`config.mk`:
```
export PLATFORM = sky130hd
export DESIGN_NAME = piso_serializer
export DESIGN_NICKNAME = d
export VERILOG_FILES = /design/src/rtl/piso_serializer.sv
export SDC_FILE = /design/constraint.sdc
export NUM_CORES = 1
export LEC_CHECK = 0
export CAP_MARGIN = 25
export CELL_PAD_IN_SITES_DETAIL_PLACEMENT = 1
export CELL_PAD_IN_SITES_GLOBAL_PLACEMENT = 1
export CORE_MARGIN = 1
export CORE_UTILIZATION = 41
export CTS_BUF_LIST = sky130_fd_sc_hd__clkbuf_16
export CTS_CLUSTER_SIZE = 16
export DETAILED_ROUTE_END_ITERATION = 8
export GPL_TIMING_DRIVEN = 0
export HOLD_SLACK_MARGIN = 0.02
export PLACE_DENSITY = 0.9
export SLEW_MARGIN = 0
export SYNTH_ARGS = -nofsm -noshare
export SYNTH_HDL_FRONTEND = slang
export SYNTH_SLANG_ARGS = --single-unit
```
`constraint.sdc`:
```
create_clock -name clock -period 2.3 [get_ports clock]
set_input_delay 0.23 -clock clock [delete_from_list [all_inputs] [get_ports clock]]
set_output_delay 0.23 -clock clock [all_outputs]
set_load 0.02 [all_outputs]
```
`src/rtl/piso_serializer.sv`:
```
// MSB-first parallel-to-serial framer with a one-word holding buffer for gap-free streaming.
// Optional macro PISO_PARITY_EN appends an even-parity bit after each word.
module piso_serializer #(
  parameter int   WIDTH      = 4,
  parameter logic IDLE_LEVEL = 1'b0
) (
  input  logic             clock,
  input  logic             clear,
  input  logic [WIDTH-1:0] load_data,
  input  logic             load_valid,
  output logic             load_ready,
  output logic             dout,
  output logic             dout_en,
  output logic             word_done,
  output logic             busy,
  output logic [1:0]       o_dbg_state
);

  localparam int CW = (WIDTH > 2) ? $clog2(WIDTH) : 1;

  // Handshake: a word transfers on a rising edge where load_valid && load_ready;
  // load_data is ignored otherwise, and a valid offered while not ready is dropped.
  typedef enum logic [1:0] {
    ST_IDLE   = 2'd0,
    ST_SHIFT  = 2'd1,
    ST_PARITY = 2'd2
  } state_t;

  state_t           r_state, w_state_nxt;
  logic [WIDTH-1:0] r_sreg, w_sreg_nxt;
  logic [WIDTH-1:0] r_hold, w_hold_nxt;
  logic [CW-1:0]    r_rem, w_rem_nxt;
  logic             r_hold_full, w_hold_full_nxt;
  logic             r_dout, w_dout_nxt;
  logic             r_dout_en, w_dout_en_nxt;
  logic             r_word_done, w_word_done_nxt;
  logic             w_accept, w_end, w_start, w_hold_wr;
  logic [WIDTH-1:0] w_src;
`ifdef PISO_PARITY_EN
  logic             r_par, w_par_nxt;
`endif

  assign w_accept = load_valid & ~r_hold_full;
`ifdef PISO_PARITY_EN
  assign w_end = (r_state == ST_PARITY);
`else
  assign w_end = (r_state == ST_SHIFT) && (r_rem == '0);
`endif
  // A new word starts from IDLE, or back-to-back on the end edge (buffer first, else bypass).
  assign w_start   = ((r_state == ST_IDLE) & w_accept) | (w_end & (r_hold_full | w_accept));
  assign w_hold_wr = w_accept & (r_state != ST_IDLE) & ~w_end;
  assign w_src     = r_hold_full ? r_hold : load_data;

  always_ff @(posedge clock or negedge clear) begin
    if (!clear) begin
      r_state     <= ST_IDLE;
      r_sreg      <= '0;
      r_hold      <= '0;
      r_rem       <= '0;
      r_hold_full <= 1'b0;
      r_dout      <= IDLE_LEVEL;
      r_dout_en   <= 1'b0;
      r_word_done <= 1'b0;
`ifdef PISO_PARITY_EN
      r_par       <= 1'b0;
`endif
    end else begin
      r_state     <= w_state_nxt;
      r_sreg      <= w_sreg_nxt;
      r_hold      <= w_hold_nxt;
      r_rem       <= w_rem_nxt;
      r_hold_full <= w_hold_full_nxt;
      r_dout      <= w_dout_nxt;
      r_dout_en   <= w_dout_en_nxt;
      r_word_done <= w_word_done_nxt;
`ifdef PISO_PARITY_EN
      r_par       <= w_par_nxt;
`endif
    end
  end

  always_comb begin
    w_state_nxt = r_state;
    case (r_state)
      ST_IDLE:   if (w_accept) w_state_nxt = ST_SHIFT;
      ST_SHIFT: begin
        if (r_rem == '0) begin
`ifdef PISO_PARITY_EN
          w_state_nxt = ST_PARITY;
`else
          w_state_nxt = w_start ? ST_SHIFT : ST_IDLE;
`endif
        end
      end
      ST_PARITY: w_state_nxt = w_start ? ST_SHIFT : ST_IDLE;
      default:   w_state_nxt = ST_IDLE;
    endcase
  end

  always_comb begin
    w_sreg_nxt      = r_sreg;
    w_rem_nxt       = r_rem;
    w_dout_nxt      = IDLE_LEVEL;
    w_dout_en_nxt   = 1'b0;
    w_word_done_nxt = 1'b0;
`ifdef PISO_PARITY_EN
    w_par_nxt       = r_par;
`endif
    if (w_start) begin
      w_dout_nxt    = w_src[WIDTH-1];
      w_dout_en_nxt = 1'b1;
      w_sreg_nxt    = {w_src[WIDTH-2:0], 1'b0};
      w_rem_nxt     = CW'(WIDTH - 1);
`ifdef PISO_PARITY_EN
      w_par_nxt     = ^w_src;
`endif
    end else if ((r_state == ST_SHIFT) && (r_rem != '0)) begin
      w_dout_nxt    = r_sreg[WIDTH-1];
      w_dout_en_nxt = 1'b1;
      w_sreg_nxt    = {r_sreg[WIDTH-2:0], 1'b0};
      w_rem_nxt     = r_rem - CW'(1);
`ifndef PISO_PARITY_EN
      w_word_done_nxt = (r_rem == CW'(1));
`endif
    end
`ifdef PISO_PARITY_EN
    else if (r_state == ST_SHIFT) begin
      w_dout_nxt      = r_par;
      w_dout_en_nxt   = 1'b1;
      w_word_done_nxt = 1'b1;
    end
`endif
  end

  // The buffer drains on the end edge; it can never refill then because load_ready is low.
  always_comb begin
    w_hold_nxt      = w_hold_wr ? load_data : r_hold;
    w_hold_full_nxt = w_hold_wr | (r_hold_full & ~w_end);
  end

  assign load_ready  = ~r_hold_full;
  assign dout        = r_dout;
  assign dout_en     = r_dout_en;
  assign word_done   = r_word_done;
  assign busy        = (r_state != ST_IDLE) | r_hold_full;
  assign o_dbg_state = r_state;

endmodule

```
==> key figures <==
Worst setup path
  – Worst R2R Start: r_rem[0]
  – Worst Path Arrival: 1680 ps
  – Max Fanout on Critical Path: 10
  – Crit path kind: reg2out
  – Crit path from: o_dbg_state[0]
  – Crit. End Element: output port
  – Critical path required time: between 2000 and 2500 ps
  – Worst setup SP type: register

Final layout
  – Reg area: between 300 and 400 µm²
  – Most frequent cells in the layout: 14 x dfrtp_1, 12 x clkdlybuf4s50_1, 5 x inv_1, 5 x mux2_2
  – Filler Cell Count: around 160
  – Final Cell Area: 908 µm²
  – Fraction of layout cells with a size suffix above 1: 0.203
  – Commonest non-fill, non-tap cell in the layout: dfrtp_1
  – Util after Layout: 0.589
  – Multi-input gate area: 293 µm²
  – Layout Nets: 85
  – Antenna Diode Count: 0
  – P&R area growth vs syn: 31.0%

Die
  – Initial Util: 0.450
  – Die Y: 43.1 µm
  – I/O pins: 14
  – Chip Width: ~43 µm
  – DIE AREA: roughly 0.0019 mm²
  – Total core area: ~0.0015 mm²
  – Rows: 14

STA
  – Skew final: 0.846 ps
  – Setup Viol. Count Final: 0
  – Fin crit share: 0.829
  – Relative slew slack: 0.581
  – Worst-Margin Slew: 627 ps
  – Max Slew Vio Count: 0
  – Fin crit period: 1910 ps
  – Setup TNS: 0 ps
  – Achievable frequency: approximately 520 MHz
  – RSZ-0062 raised after global routing: no
  – Final Hold Vio Count: 0

Yosys
  – Largest family of logic cells by synthesized area: compound AO/OA/AOI/OAI gates
  – Synth top area share: 0.505
  – Syn Nets: 68
  – Number of synthesized register bits: 14
  – Post-synthesis mux area share: 0.0957
  – Mapped cell area: slightly below 700 µm²
  – Top cells by area, synth: dfrtp_1 51%, mux2_2 8.1%, ha_1 3.6%, inv_1 2.7%, a221oi_1 2.5%
  – Synth Instances: 59
  – Synthesized area per cell: between 10 and 15 µm²
  – Post-synthesis cell type count: 27
  – Post-synthesis compound-gate area fraction: 0.171
  – Simple-Gate Fraction of Synth Area: 0.114
  – Sequential area share after synthesis: 0.505
  – Yosys warns: 0
  – Post-Synth XOR/XNOR Area: 0
  – Post-synth top area cell: dfrtp_1
  – Adder-Cell Fraction of Synth Area: 0.0361

Place
  – RePlAce Congestion: 0.787
  – Placed cell areas: 833 µm²
  – Port buffer count: 12
  – DP Wirelength: around 960 µm

Global route
  – Total Routing Usage GR: 0.192
  – Number of global-route vias before repair: 558
  – Number of antenna violations at the first check in global routing: 0
  – Largest net degree at the start of global routing: 15
  – Gr ovfl total: 0
  – First-pass GRT wire length: 2620 µm

Drt
  – 1st-pass router iterations: 4
  – Drt total wl: 1450 µm
  – Iteration-0 DRC Markers: 4
  – Vias: 500
  – Avg WL per Cell: roughly 16 µm
  – Vias/cell: 5.56
  – Routed Antenna Nets: 0
  – Number of remaining DRC errors: 0

Power
  – Peak supply drop: 0.000631 V
  – Final Power: 1.34 mW
  – Cell Pwr Density: approximately 1500 mW/mm²
  – LEAKAGE: 0.411 nW

Clock network
  – # hold bufs at CTS: 0
  – CTS tree: yes
  – Clk_lat worst skew: 240 ps
  – Number of clock sinks: 14
  – Clock Path Buffers: 2
  – Clock root buffer: clkbuf_16
  – Htree depth: 1
  – Total CTS buffers: 3
  – Post-CTS Setup Repair Bufs: 0
  – Clock-pin slew on the worst setup and hold paths: 40 ps
  – Post_cts resized: 0

Run
  – Number of max-cap violations: 0

Hold path
  – Hold Crit Class: in2async

Outcome
  – Status: finished, final reports clean
## synth_stat cells
cell type and number:
dfrtp_1 14, inv_1 5, mux2_2 5, o21ai_0 3
a211oi_1 2, a21o_1 2, a21oi_1 2, a221oi_1 2
a22oi_1 2, and2b_1 2, buf_4 2, ha_1 2
o22ai_1 2, a2bb2oi_1 1, a32o_1 1, and2_1 1
buf_2 1, buf_6 1, conb_1 1, mux2i_1 1
nand2_1 1, nand2b_1 1, nand2b_4 1, nand3_1 1
nor2b_1 1, nor3_4 1, or2_2 1
## worst max-delay path, cell delays in order, from the launching register on
cell             delay, ps
dfrtp_1                430
buf_4                  200
or2_2                  270
clkdlybuf4s50_1        530
## report_power, final
group	leakage [nW]	internal [mW]	switching (mW)	total (mW)
combinational	0.210	0.295	0.296	0.591
sequential	0.163	0.365	0.0702	0.435
clock	0.0370	0.226	0.0896	0.316
total	0.411	0.886	0.455	1.34
## flip-flops by register name, summed over array words and instances, names as in the netlist
name and flops:
dout 1, dout_en 1, o_dbg_state 1, r_hold 4, r_hold_full 1, r_rem 2
r_sreg 3, word_done 1
## final cells by class
cell class / count / area share
clock buffer: 3 / 0.0826
tap: 16 / 0.0220
inverter: 5 / 0.0207
timing repair buffer: 12 / 0.132
multi-input combinational: 36 / 0.322
sequential: 14 / 0.386
buffer: 4 / 0.0344
## path summary, 6_finish.rpt
| check | end | slack [ps] | cells past startpoint |
|---|---|---|---|
| max in group asynchronous | r_sreg[2] | 1510 | 1 |
| min in group clock | r_hold[2] | 500 | 1 |
| worst min register to register | r_hold[2] | 500 | 1 |
| worst max-delay path | busy | 390 | 3 |
| worst max register to register | r_hold[1] | 670 | 6 |
| worst min-delay path | r_hold[0] | 380 | 1 |
## cell families (layout without fill, tap and decap cells)
group	Yosys count	in the layout
AO/OA/AOI/OAI	17	17
flip-flops	14	14
adder cells (fa/ha/maj)	2	2
AND/OR/NAND/NOR	10	10
multiplexers	6	6
other	1	1
buffers and inverters	9	24
## per-layer routing
layer,track usage,vias to the layer above,share of wire
met5,0,-,0
met4,0.0909,0,0.023
met3,0.0426,5,0.025
met2,0.272,14,0.46
met1,0.275,242,0.49
li1,-,239,-
## metrics by stage
step	worst slack [ps]	instances	hold slack, ps
after global placement	640	87	495
after floorplan	799	59	-65.6
after CTS	389	90	407
after detailed placement	633	87	497
after global routing	347	90	438
final	392	90	385
No activity file was read; power rests on OpenSTA's default activity.
